[src/rtl/constraint_sampler_ctrl.sv]
// Draws LFSR candidate pairs until one satisfies "A == 0 or B != 0", then offers it over valid/ready.
// Optional saturating statistics counters are enabled by defining SAMPLER_STATS_EN.
module constraint_sampler_ctrl #(
    parameter int unsigned A_W       = 12,
    parameter int unsigned B_W       = 6,
    parameter int unsigned MAX_TRIES = 1024,
    parameter logic [31:0] SEED      = 32'hACE1_2468,
    localparam int unsigned TW       = $clog2(MAX_TRIES + 1)
) (
    input  logic           clk,
    input  logic           rst,
    input  logic           start,
    input  logic           seed_load,
    input  logic [31:0]    seed_in,
    output logic           busy,
    output logic           sol_valid,
    input  logic           sol_ready,
    output logic [A_W-1:0] sol_a,
    output logic [B_W-1:0] sol_b,
    output logic           fail,
    output logic [TW-1:0]  tries,
    output logic [15:0]    stat_pass,
    output logic [15:0]    stat_reject
);

    typedef enum logic [1:0] {IDLE, GEN, CHECK, HOLD} state_t;

    state_t         state_q, state_d;
    logic [31:0]    lfsr_q, lfsr_step;
    logic [A_W-1:0] cand_a_q;
    logic [B_W-1:0] cand_b_q;
    logic           pass;
    logic           budget_done;

    assign lfsr_step   = {1'b0, lfsr_q[31:1]} ^ ({32{lfsr_q[0]}} & 32'h8020_0003);
    // -A is zero mod 2^A_W exactly when A is zero, so no negation is needed.
    assign pass        = (cand_a_q == '0) || (cand_b_q != '0);
    assign budget_done = (tries == TW'(MAX_TRIES));
    assign busy        = (state_q != IDLE);
    assign sol_valid   = (state_q == HOLD);

    always_ff @(posedge clk or posedge rst) begin
        if (rst) state_q <= IDLE;
        else     state_q <= state_d;
    end

    always_comb begin
        state_d = state_q;
        case (state_q)
            IDLE:  if (start) state_d = GEN;
            GEN:   state_d = CHECK;
            CHECK: begin
                if (pass)             state_d = HOLD;
                else if (budget_done) state_d = IDLE;
                else                  state_d = GEN;
            end
            HOLD:  if (sol_ready) state_d = IDLE;
            default: state_d = IDLE;
        endcase
    end

    always_ff @(posedge clk or posedge rst) begin
        if (rst) begin
            lfsr_q   <= SEED;
            cand_a_q <= '0;
            cand_b_q <= '0;
            sol_a    <= '0;
            sol_b    <= '0;
            fail     <= 1'b0;
            tries    <= '0;
        end else begin
            case (state_q)
                IDLE: begin
                    // Seed load lands before GEN, so a same-cycle start uses the new seed.
                    if (seed_load) lfsr_q <= (seed_in == '0) ? SEED : seed_in;
                    if (start) begin
                        tries <= '0;
                        fail  <= 1'b0;
                    end
                end
                GEN: begin
                    cand_a_q <= lfsr_q[A_W-1:0];
                    cand_b_q <= lfsr_q[A_W+B_W-1:A_W];
                    lfsr_q   <= lfsr_step;
                    tries    <= tries + TW'(1);
                end
                CHECK: begin
                    if (pass) begin
                        sol_a <= cand_a_q;
                        sol_b <= cand_b_q;
                    end else if (budget_done) begin
                        fail <= 1'b1;
                    end
                end
                default: ;
            endcase
        end
    end

`ifdef SAMPLER_STATS_EN
    always_ff @(posedge clk or posedge rst) begin
        if (rst) begin
            stat_pass   <= '0;
            stat_reject <= '0;
        end else begin
            if (state_q == HOLD && sol_ready && stat_pass != 16'hFFFF)
                stat_pass <= stat_pass + 16'd1;
            if (state_q == CHECK && !pass && stat_reject != 16'hFFFF)
                stat_reject <= stat_reject + 16'd1;
        end
    end
`else
    assign stat_pass   = '0;
    assign stat_reject = '0;
`endif

endmodule

[config.mk]
export PLATFORM = sky130hd
export DESIGN_NAME = constraint_sampler_ctrl
export DESIGN_NICKNAME = d
export VERILOG_FILES = /design/src/rtl/constraint_sampler_ctrl.sv
export SDC_FILE = /design/constraint.sdc
export NUM_CORES = 1
export LEC_CHECK = 0
export ABC_CLOCK_PERIOD_IN_PS = 9150
export CAP_MARGIN = 15
export CORE_MARGIN = 3
export CORE_UTILIZATION = 29
export CTS_CLUSTER_DIAMETER = 120
export DETAILED_ROUTE_END_ITERATION = 8
export PLACE_DENSITY_LB_ADDON = 0.12
export REMOVE_ABC_BUFFERS = 1
export SYNTH_ARGS = -nofsm -noshare
export SYNTH_HDL_FRONTEND = slang
export SYNTH_SLANG_ARGS = --single-unit
[constraint.sdc]
create_clock -name clk -period 9.15 [get_ports clk]
set_input_delay 2.745 -clock clk [delete_from_list [all_inputs] [get_ports clk]]
set_output_delay 2.745 -clock clk [all_outputs]
set_load 0.02 [all_outputs]
# Word-level counts from Yosys, hierarchy flattened
# Index checks and enable logic that the tools add are counted.
[totals]
reg_bits = 82
latchBits = 0
mem_bits_rw = 0
rom_bits = 0
wordCells = 46
memories = 0
[classes]
addsub = 1
mul = 0
div = 0
magnitude_cmp = 0
eq_ne = 9
n_shift = 0
muxes = 14
n_bitwise = 1
n_reduce_logical = 13
[op_table]
columns = ["op", "count"]
rows = [
  ["32-bit two-way mux", 2],
  ["32-bit one-hot mux with 2 select lines", 1],
  ["32-bit logical NOT", 1],
  ["31-bit by 32-bit XOR with 32-bit output", 1],
  ["11-bit one-hot mux with 2 select lines", 1],
  ["12-bit logical NOT", 1],
  ["11-bit by 1-bit adder with 11-bit output (second input constant)", 1],
  ["11-bit == test (second input constant)", 1],
  ["11-bit two-way mux", 1],
  ["2-bit != test (second input constant)", 4],
  ["2-bit one-hot mux with 4 select lines", 1],
  ["2-bit AND reduction", 4],
  ["2-bit two-way mux", 3],
  ["2-bit nonzero test", 3],
  ["6-bit nonzero test", 1],
  ["2-bit == test (second input constant)", 2],
  ["1-bit two-way mux", 4],
  ["4-bit AND reduction", 1],
  ["2-bit by 1-bit == test with 1-bit output (second input constant)", 1],
  ["2-bit logical NOT", 1],
  ["2-bit by 1-bit != test with 1-bit output (second input constant)", 1],
  ["1-bit one-hot mux with 2 select lines", 1],
  ["1-bit logical OR", 1],
]

# Depth between registers and ports, before layout
[logic_depth]
depth_word = 4
depth_mapped = 6

# Worst setup path after synthesis
# OpenSTA, ideal clock, no wires.
[synth_path]
path_type = "input -> register"
start = "input port seed_in[25]"
end = "register lfsr_q[10]"
t_arrival_ps = 3684
setup_slack_ps = 5389
stages = 5
path_buffers = 1
cell_sequence = "nor4_1 -> nand4_1 -> or2_1 -> buf_2 -> a31oi_1"
[synth_between]
elab_chain_len = 4
[synth_lines]
columns = ["item", "line_no", "text"]
rows = [
  ["start: declaration", "14", "input logic [31:0] seed_in,"],
  ["32-bit logical NOT", "75", "if (seed_load) lfsr_q <= (seed_in == '0) ? SEED : seed_in;"],
  ["32-bit two-way mux (2 in series)", "75", ""],
  ["32-bit one-hot mux with 2 select lines", "72", "case (state_q)"],
  ["end signal: assignment", "75", ""],
  ["end signal: assignment", "84", "lfsr_q <= lfsr_step;"],
  ["end: declaration", "29", "logic [31:0] lfsr_q, lfsr_step;"],
]
# Every way passes these cells. The select of a mux whose other input is x is not followed.
# A chain may end at the register's enable or synchronous reset.

# Worst setup path after layout
[layout_path]
start = "register state_q[0]"
end = "output port busy"
[layout_between]
elab_chain_len = 1
[layout_lines]
columns = ["item", "line_no", "text"]
rows = [
  ["start: declaration", "28", "state_t state_q, state_d;"],
  ["start signal: assignment", "44", "else state_q <= state_d;"],
  ["2-bit nonzero test", "39", "assign busy = (state_q != IDLE);"],
  ["end: declaration", "15", "output logic busy,"],
]
# Every way passes these cells.

==> results.md <==
* Global-route wire length before repair at 14.9 mm
* H-tree levels at 3
* Post-Synthesis Cells at 401
* All-layer global routing usage at 12.8%
* Minimum hold slack at 0.489 ns
* Total number of vias at 2,920
* Die span in x at 122 um
* Maximum clock rate at 221 MHz
* ANT nets after route at 0
* WL/cell at 14.2 um
* Max Root-Sink Buffers at 2
* Min Tclk post-route at 4.53 ns
* Worst setup SP type: flop
* Ys flop type: dfrtp_1
* Initial Util at 30.3%
* Largest net degree at the start of global routing at 83
* # fillers at 1,334
* CP Depth at 2
* IO Count at 101
* CTS tree: yes
* Setup crit end kind: output pin
* Critical path's slowest cell: clkdlybuf4s50_1
* Post-Syn Area at 3880 um^2
* Cell family with most CP delay: buffers and inverters
* Hold Crit Class: flop to flop
* Clock skew at 0.00841 ns
* Pleak at 2.13 nW
* Run status: complete, no violations
* R2R depth at 4
* Worst Hold Path Cells at 1
* Synth unique cells at 42
* Average size of a mapped cell at 9.68 um^2
* Worst path cell trace: or2_2 > clkdlybuf4s50_1
* Ranking of synthesized cells by area: dfrtp_1, dfstp_2, nand2_1
* Die Y at 122 um
* Commonest cells after routing, fill and taps aside: nand2_1, dfrtp_1, clkdlybuf4s50_1
* Sink Count at 82
* Slowest stage delay, CP at 0.56 ns
* Critical path peak fanout at 12
* Crit share post-route at 49.5%
* Synth top area share at 44.5%
* Finished Layout Cells at 637
* Setup repair bufs after CTS at 0
* Clk root buf: clkbuf_16
* Gr ovfl total at 0
* # port buffers at 68
* DRT Wirelength at 9.06 mm
* Drt first-iter violations at 180
* Placed Area at 4590 um^2
* Initial antenna violation count at 0
* Design area at 4910 um^2
* FF+latch count, synth at 82
* Number of buffers created by CTS at 9
* Max_slew headroom at 28.2%
* Final Net Count at 499
* Final Hold Vio Count at 0
* Post-DP HPWL at 6.32 mm
* Clk pin slew, worst setup/hold paths at 0.06 ns
* Seq/Total Area, Yosys at 53.3%
* Final setup viols at 0
* Insertion delay to the later sink of the worst-skew pair at 0.33 ns
* Largest area contributor in the netlist: dfrtp_1
* Setup TNS at 0 ns
* RePlAce Congestion at 0.771
* Buf/Inv on CP at 1
* Area growth syn-to-layout at 26.5%
* Total power per unit cell area at 360 nW/um^2
* Drt drc at 0
* Vias in the first global route at 2,835
* Total core area at 12,800 um^2
* Worst Path Class, Setup: flop to output pin
* Worst IR Drop VDD at 0.105 mV
* Placed insts at 621
* Ys Warns at 0
* Slew Limit Fails at 0
* Mean number of vias per cell at 4.58
* Total power at 1.77 mW
* Ant diodes at 0
* # hold bufs at CTS at 0
* RSZ-0062 raised after global routing: no
* CTS-repair resized insts at 0
* Std-Cell Rows at 41
* Max Cap Viol at 0
* Share of cells above drive strength 1 at 8.82%
* CP arrival at 1.79 ns
* Die ar. at 14,800 um^2
* Post-synth EDFFs at 0
* Most common cell after layout, fill and taps aside: nand2_1
* Critical Path RT at 6.41 ns
* First drt pass iteration count at 4
* Ys async rst share at 100%
* Slew @ Worst Pin at 1.07 ns
-- final timing paths --
kind	startpoint	slack, ns	to
min in group asynchronous	rst	3.07	sol_a[7]
max in group asynchronous	rst	5.41	cand_a_q[1]
hold reg to reg	sol_b[1]	0.49	sol_b[1]
setup / recovery	state_q[0]	4.62	busy
setup reg to reg	cand_b_q[3]	7.00	sol_a[7]
hold / removal	sol_b[1]	0.49	sol_b[1]
-- cell type report --
class,instances,area [um^2],share of cell area [%]
clock buffers,12,267,5.43
clock inverters,4,48.8,0.994
inverters,7,27.5,0.561
multi-input cells,289,1580,32.2
flip-flops and latches,82,2070,42.1
well taps,172,215,4.38
repair buffers,71,703,14.3
-- synth_stat cells (2+ instances only) --
cell and number:
a31oi_1 26, nor4b_1 2, nor2_1 31, o21ai_0 7, dfrtp_1 69, xnor2_1 3, clkbuf_1 12, nor4_1 14
inv_1 7, o22ai_1 13, a21oi_1 8, nand4_1 5, buf_2 9, mux2_1 17, nand3_1 3, buf_4 32
ha_1 2, nand2_1 86, a22oi_1 5, nor2_2 2, o21ai_1 7, dfstp_2 13, and3_1 2, nor2b_1 2
xor2_1 6, and4_1 2
-- through the flow --
stage               util, %  setup WS (ns)
floorplan                 -           4.32
CTS                    38.3           4.60
detailed placement     35.8           4.49
global route           38.3           4.56
global placement       35.8           4.55
finish                 38.3           4.62
-- power breakdown --
group	switching (mW)	total (mW)	internal (mW)
Combinational	0.397	0.700	0.303
Sequential	0.134	0.693	0.559
Clock	0.142	0.375	0.233
Total	0.673	1.77	1.09
-- per-layer routing --
layer  GRT usage [%]  wire (um)  vias up
li1                -          -     1444
met1            17.8       4360     1388
met2            19.5       4110       80
met3            3.11        497        8
met4            4.41         92        0
met5               0          0        -
-- registers in the layout (all words and copies together), names as in the netlist --
| name | cells |
|---|---|
| sol_b | 6 |
| fail | 1 |
| lfsr_q | 32 |
| state_q | 2 |
| cand_b_q | 6 |
| cand_a_q | 12 |
| sol_a | 12 |
| tries | 11 |
-- cell families after synthesis --
logic type               share of synthesized area, %
flip-flops                                       53.3
AND/OR/NAND/NOR                                  18.2
other                                          0.0967
AO/OA/AOI/OAI                                    11.5
multiplexers                                     4.93
XOR/XNOR                                         2.03
adder cells (fa/ha/maj)                         0.645
buffers and inverters                            9.29
(Power assumes the default switching activity.)
